File: config.mk
export PLATFORM = sky130hd
export DESIGN_NAME = ram8_bank
export DESIGN_NICKNAME = d
export VERILOG_FILES = /design/src/rtl/ram8_bank_pkg.sv /design/src/rtl/ram8_bank_reg.sv /design/src/rtl/ram8_bank.sv
export SDC_FILE = /design/constraint.sdc
export NUM_CORES = 1
export LEC_CHECK = 0
export BUFFER_PORTS_ARGS = -buffer_cell sky130_fd_sc_hd__buf_2
export CORE_AREA = 2 2 89 112
export DETAILED_ROUTE_END_ITERATION = 6
export DIE_AREA = 0 0 91 114
export GPL_TIMING_DRIVEN = 0
export PLACE_DENSITY_LB_ADDON = 0.15
export SLEW_MARGIN = 20
export SYNTH_ARGS = -nofsm -noshare
export SYNTH_HDL_FRONTEND = slang
export SYNTH_HIERARCHICAL = 1
export SYNTH_SLANG_ARGS = --single-unit
File: constraint.sdc
create_clock -name clk -period 3.2 [get_ports clk]
set_input_delay 0.64 -clock clk [delete_from_list [all_inputs] [get_ports clk]]
set_output_delay 0.64 -clock clk [all_outputs]
set_load 0.02 [all_outputs]
File: src/rtl/ram8_bank_pkg.sv
// Shared Hack platform widths for the ram8 bank and its neighbours.
// No logic; constants only.
// Imported by the register, bank, cpu, pc and larger ram blocks.
package ram8_bank_pkg;

    // Hack machine word width in bits.
    localparam int HACK_WORD_W = 16;

    // Address width of one 8-word bank.
    localparam int RAM8_ADDR_W = 3;

endpackage

File: src/rtl/ram8_bank_reg.sv
// One storage word: WIDTH-bit register with load enable and synchronous clear.
// Latency: written value visible on out_dat the cycle after the load edge.
// Backpressure: none; accepts a load every cycle.
module ram8_bank_reg
    import ram8_bank_pkg::*;
#(
    parameter int WIDTH = HACK_WORD_W
) (
    input  logic             clk,
    input  logic             reset,
    input  logic             load,
    input  logic [WIDTH-1:0] in_dat,
    output logic [WIDTH-1:0] out_dat
);

    logic [WIDTH-1:0] data_q;
    logic [WIDTH-1:0] data_d;

    // Next value: take the new word on load, otherwise hold.
    always_comb begin
        data_d = data_q;
        if (load) begin
            data_d = in_dat;
        end
    end

    // Storage flop; reset wins over any load in the same cycle.
    always_ff @(posedge clk) begin
        if (reset) begin
            data_q <= '0;
        end else begin
            data_q <= data_d;
        end
    end

    assign out_dat = data_q;

endmodule

File: src/rtl/ram8_bank.sv
// Hack RAM8: 2**ADDR_W words with one-hot write decode and combinational read select.
// Latency: read is zero-cycle on address; a write shows on out the cycle after the edge.
// Backpressure: none; a write is accepted every cycle, wrote/busy_addr report it a cycle later.
module ram8_bank
    import ram8_bank_pkg::*;
#(
    parameter int WIDTH  = HACK_WORD_W,
    parameter int ADDR_W = RAM8_ADDR_W
) (
    input  logic              clk,
    input  logic              reset,
    input  logic [WIDTH-1:0]  in,
    input  logic              load,
    input  logic [ADDR_W-1:0] address,
    output logic [WIDTH-1:0]  out,
    output logic [ADDR_W-1:0] busy_addr,
    output logic              wrote
);

    localparam int DEPTH = 2 ** ADDR_W;

    logic [DEPTH-1:0] wr_en;
    logic [WIDTH-1:0] word_dat [DEPTH];

    logic              wrote_q;
    logic              wrote_d;
    logic [ADDR_W-1:0] busy_addr_q;
    logic [ADDR_W-1:0] busy_addr_d;

    // Write demux: at most one word enabled, and only while load is high.
    always_comb begin
        wr_en = '0;
        if (load) begin
            wr_en[address] = 1'b1;
        end
    end

    for (genvar i = 0; i < DEPTH; i++) begin : g_word
        ram8_bank_reg #(
            .WIDTH (WIDTH)
        ) u_word (
            .clk     (clk),
            .reset   (reset),
            .load    (wr_en[i]),
            .in_dat  (in),
            .out_dat (word_dat[i])
        );
    end

    // Read select shows the stored word, so a same-cycle write is not bypassed.
    assign out = word_dat[address];

    // Write report: pulse on every committed write, remember where it landed.
    always_comb begin
        wrote_d     = 1'b0;
        busy_addr_d = busy_addr_q;
        if (load) begin
            wrote_d     = 1'b1;
            busy_addr_d = address;
        end
    end

    // Report flops; a write in a reset cycle never commits, so nothing is reported.
    always_ff @(posedge clk) begin
        if (reset) begin
            wrote_q     <= 1'b0;
            busy_addr_q <= '0;
        end else begin
            wrote_q     <= wrote_d;
            busy_addr_q <= busy_addr_d;
        end
    end

    assign wrote     = wrote_q;
    assign busy_addr = busy_addr_q;

endmodule

* Word level (Yosys, flattened, before mapping) *
Cells that the tools add are included.

storage, ports and cells
  register bits after elaboration = 132
  bits of input ports = 22
  word-level logic and storage cells = 22

operators by class
  magnitude comparators = 3
  multiplexer cells = 7
  bitwise logic cells = 1
  reduce and logical (&&, ||, !) cells = 1

operators by type and width
  kind                                                                    number
  16-bit binary-select mux with 3-bit select                              1
  16-bit two-way mux                                                      2
  8-bit two-way mux                                                       1
  4-bit >= comparator (second input constant)                             1
  3-bit by 4-bit < comparator with 1-bit output (second input constant)   1
  3-bit inverter with 4-bit output                                        1
  1-bit demux with 3-bit select                                           1
  3-bit by 1-bit >= comparator with 1-bit output (second input constant)  1
  1-bit two-way mux                                                       2
  1-bit logical AND                                                       1

* Depth between registers and ports, before layout *
  depth in word-level cells = 5
  mapped depth = 8
  gate-level depth less buffers = 4

* Cells and area by module *
Netlist, hierarchy kept.

modules (own cells, without submodules)
  module         instances  cells each  area each (um^2)  sequential area each (um^2)
  ram8_bank_reg  8          52          580.6             320.3
  ram8_bank      1          82          1277.5            80.1

* Worst setup path after synthesis *
OpenSTA, ideal clock, no wires.

  kind = input to output
  from = input address[0]
  to = output out[11]
  arrival = 1758 ps
  data required time = 2560 ps
  path slack = 802 ps
  cell stages on the path = 4
  buffers on the path = 2
  path through = buf_6 buf_6 mux4_1 mux2_2

on the way
  cells in the longest elaborated chain, start to end = 4

RTL lines
  element                                                 RTL line         text
  from (decl)                                             ram8_bank.sv:14  input logic [ADDR_W-1:0] address,
  3-bit inverter with 4-bit output (implied by the code)  ram8_bank.sv:51  assign out = word_dat[address];
  16-bit binary-select mux with 3-bit select              ram8_bank.sv:51
  16-bit two-way mux (implied by the code) (2 in a row)   ram8_bank.sv:51
  to (decl)                                               ram8_bank.sv:15  output logic [WIDTH-1:0] out,

Every way passes these cells. The select of a mux whose other input is x is not followed.

* Final worst setup path *
  from = input address[2]
  to = output out[3]

Same word-level chain as after synthesis.

==> results.txt <==
* Clock sinks: 132
* Pwr/cell area: about 570 mW/mm^2
- Row count: 40
- The analysis attributes to net switching a power of 835.5 uW.
- Yosys top cell by area: dfxtp_1
- Number of antenna violations at the first check in global routing: 0
* Critical path launch point type: input port
* Most common cell type on the critical path: buf_2
- STA classifies the critical path endpoint as a primary output.
- When the netlist entered floorplanning its net count stood at 520.
- In this run the vertical extent of the chip is 114 microns.
- Initial Utilization: 0.6294
- After detailed routing, the number of remaining DRC violations is 0.
- Fraction of final layout cells sized beyond drive strength 1: 0.2057
* Gp weighted congestion: 0.7958
- Buffers inserted during clock tree synthesis total 17.
* Post-layout nets: 578
* Worst min-delay path category: reg -> reg
- Max-cap violation count: 0
* Status: completed
* Finish-stage setup viols: 0
- Synth-to-Final Area Change: 15.99%
- The first global-routing pass estimated about 22 mm of wire.
- CP max stage delay: around 400 ps
* Tmin final: approximately 2700 ps
- Setup repair after global routing left no endpoint under its margin.
- Of the synthesized area, sequential elements account for 0.4462.
- Worst path bufs/invs: 3
- The die is 91 microns wide.
- Leakage Power: roughly 0.0027 uW
- Arrival time at the worst endpoint: roughly 2100 ps
- Total GRT Usage: 0.2826
- Slew Viols, Final: 0
- Clock-pin slew of the registers on the worst-case setup and hold paths: 50 ps
- The internal power of the cells totals about 3100 uW.
- Post-Synthesis Mean Instance Area: around 12 sq um
- The slowest stage of the critical path belongs to the cell mux4_1.
- Final hold violation count: 0
- Yosys Warn Count: 6
* Clock insertion delay at the later pin of the skew report: about 400 ps
* Power share of the clock group: 0.495
- Port Buf Inserts: 39
- Dividing the detail-routed via count by the number of cells gives about 5.7.
- CTS H-Tree Depth: 4
- Clock tree skew after final layout: 0 ps
- Post-route setup TNS: 0 ps
- The first TritonRoute pass finished after 4 iterations.
- Fillers: just under 700
- In this run the count of I/O pins placed on the die edge is 42.
- Required time worst endpoint: roughly 2600 ps
- Number of antenna-violating nets in the routed design: 0
- Cell count after placement: ~660
- Entering global routing, the biggest net connects 17 pins.
- Seq pwr share: 0.431
- Setup fix buffers added after clock tree synthesis: 0
- Along the worst path, the maximum fanout reaches 10.
* Clock Root Buffer: clkbuf_16
* Count of mapped cells out of synthesis: around 500
* Half-perimeter wire length of the detailed placement result: between 9 and 10 mm
* Type of the worst setup path: in -> out
- In the finished design, the share of the clock period the worst path needs comes to 0.8579.
* Switching power as a share of total power: 0.2117
* Worst rel slew slack: 0.5836
- The top cell types in the final layout, fill and taps aside, are nor2_1, dfxtp_1, mux2i_1.
* Worst hold slack after final layout: 470.4 ps
- Top-area cell type share of the netlist area: 0.4462
- Number of non-filler instances in the completed layout: slightly below 700
- Max Clk Rate: 364.3 MHz
* Number of distinct library cell variants in the gate-level netlist after synthesis: 17
- Gate family responsible for the most delay along the worst path: buffers and inverters
- Worst slew pin tran: between 600 and 700 ps
* Number of global-route vias before repair: about 4,100
- Area of the die: roughly 0.010 sq mm
- Traced cell by cell, the critical path runs through buf_2 > buf_2 > mux4_1 > mux2_2 > buf_2.
- Sorting the synthesized cells by area gives the leading types as dfxtp_1, mux2i_1, mux4_1.
- Overflow left after global routing: 0
* Core occupancy in the finished layout: 0.7301
- After detailed routing, the average wire length per cell comes to 20.09 microns.
* Max rail drop VDD: approximately 0.48 mV
- For this block, the routed nets add up to about 14 mm of wire.
- Counting flops and latches in the post-synthesis netlist gives 132.
* Share of power burned in combinational logic: 0.074
- Summed instance area of the synthesized netlist: between 0.005 and 0.006 sq mm
- In this run, post-CTS repair resized a total of 0 instances.
- The total area inside the core boundary comes to around 0.0094 sq mm.
- The first routing iteration left ~220 violations.
- # diodes: 0
* Commonest non-fill, non-tap cell in the layout: nor2_1
- Clock buffer depth: 2
* Routed via count: 3,930
- Post-CTS Hold Fix Bufs: 0
* CTS tree: built
[synth_stat cells (all sizes together)]
master / number
nor2: 136
nor3: 2
a21oi: 1
mux2i: 130
clkbuf: 2
buf: 40
mux4: 32
nand2b: 4
mux2: 16
dfxtp: 132
nor2b: 1
nand2: 2
[kinds of logic after synthesis]
family | after synthesis | synth area share
and+or+nand+nor | 145 | 0.09444
AOI/OAI and AO/OA | 1 | 0.0008443
DFF | 132 | 0.4462
muxes | 178 | 0.3902
buffers and inverters | 42 | 0.06824
[through the flow]
step / worst slack [ps] / power, uW / instance area [sq um]
global placement: 490.2 / 2018 / 6275
detailed placement: 472.3 / 2026 / 6275
floorplan: 802.0 / 1923 / 5922
CTS: 471.1 / 3968 / 6869
finish: 454.8 / 3947 / 6869
global route: 453.8 / 4065 / 6869
[area by class of cell]
| class | count | area, sq um | area share |
|---|---|---|---|
| well taps | 126 | 157.7 | 0.02295 |
| clock buffers | 22 | 494.2 | 0.07195 |
| repair buffers | 39 | 195.2 | 0.02842 |
| plain buffers | 42 | 404.1 | 0.05883 |
| multi-input cells | 324 | 2875 | 0.4186 |
| flip-flops and latches | 132 | 2643 | 0.3847 |
| clock inverters | 5 | 100.1 | 0.01457 |
[flip-flops by register name, summed over array words and instances (netlist names)]
| signal | count |
|---|---|
| g_word.u_word/out_dat | 128 |
| wrote | 1 |
| busy_addr | 3 |
[worst register-to-register path, stage by stage (launching register included)]
cell	delay, ps
dfxtp_1	300
mux2i_1	170
nor2_1	90
[power groups by stage]
stage          sequential [uW]  combinational (uW)  clock (uW)
2_1_floorplan             1730                 191           0
3_3_place_gp              1730                 286           0
3_5_place_dp              1730                 292           0
4_1_cts                   1700                 295        1970
5_1_grt                   1700                 314        2050
6_report                  1700                 294        1950
[final timing paths]
path                                                  start                           to  slack, ps  cells past startpoint
worst max register to register  g_word[3].u_word/out_dat[2]  g_word[3].u_word/out_dat[2]       2510                      2
worst max-delay path                             address[2]                       out[3]        450                      5
worst min register to register                 busy_addr[0]                 busy_addr[0]        470                      2
worst min-delay path                           busy_addr[0]                 busy_addr[0]        470                      2
[per-layer routing]
layer,vias up,track usage,share of wire,wire length (microns)
li1,1871,-,-,-
met1,1939,0.3228,0.41,5651
met2,100,0.5205,0.53,7334
met3,20,0.06539,0.045,628
met4,0,0.09293,0.018,249
met5,-,0,0,0
Power figures use the tool's default switching activity.
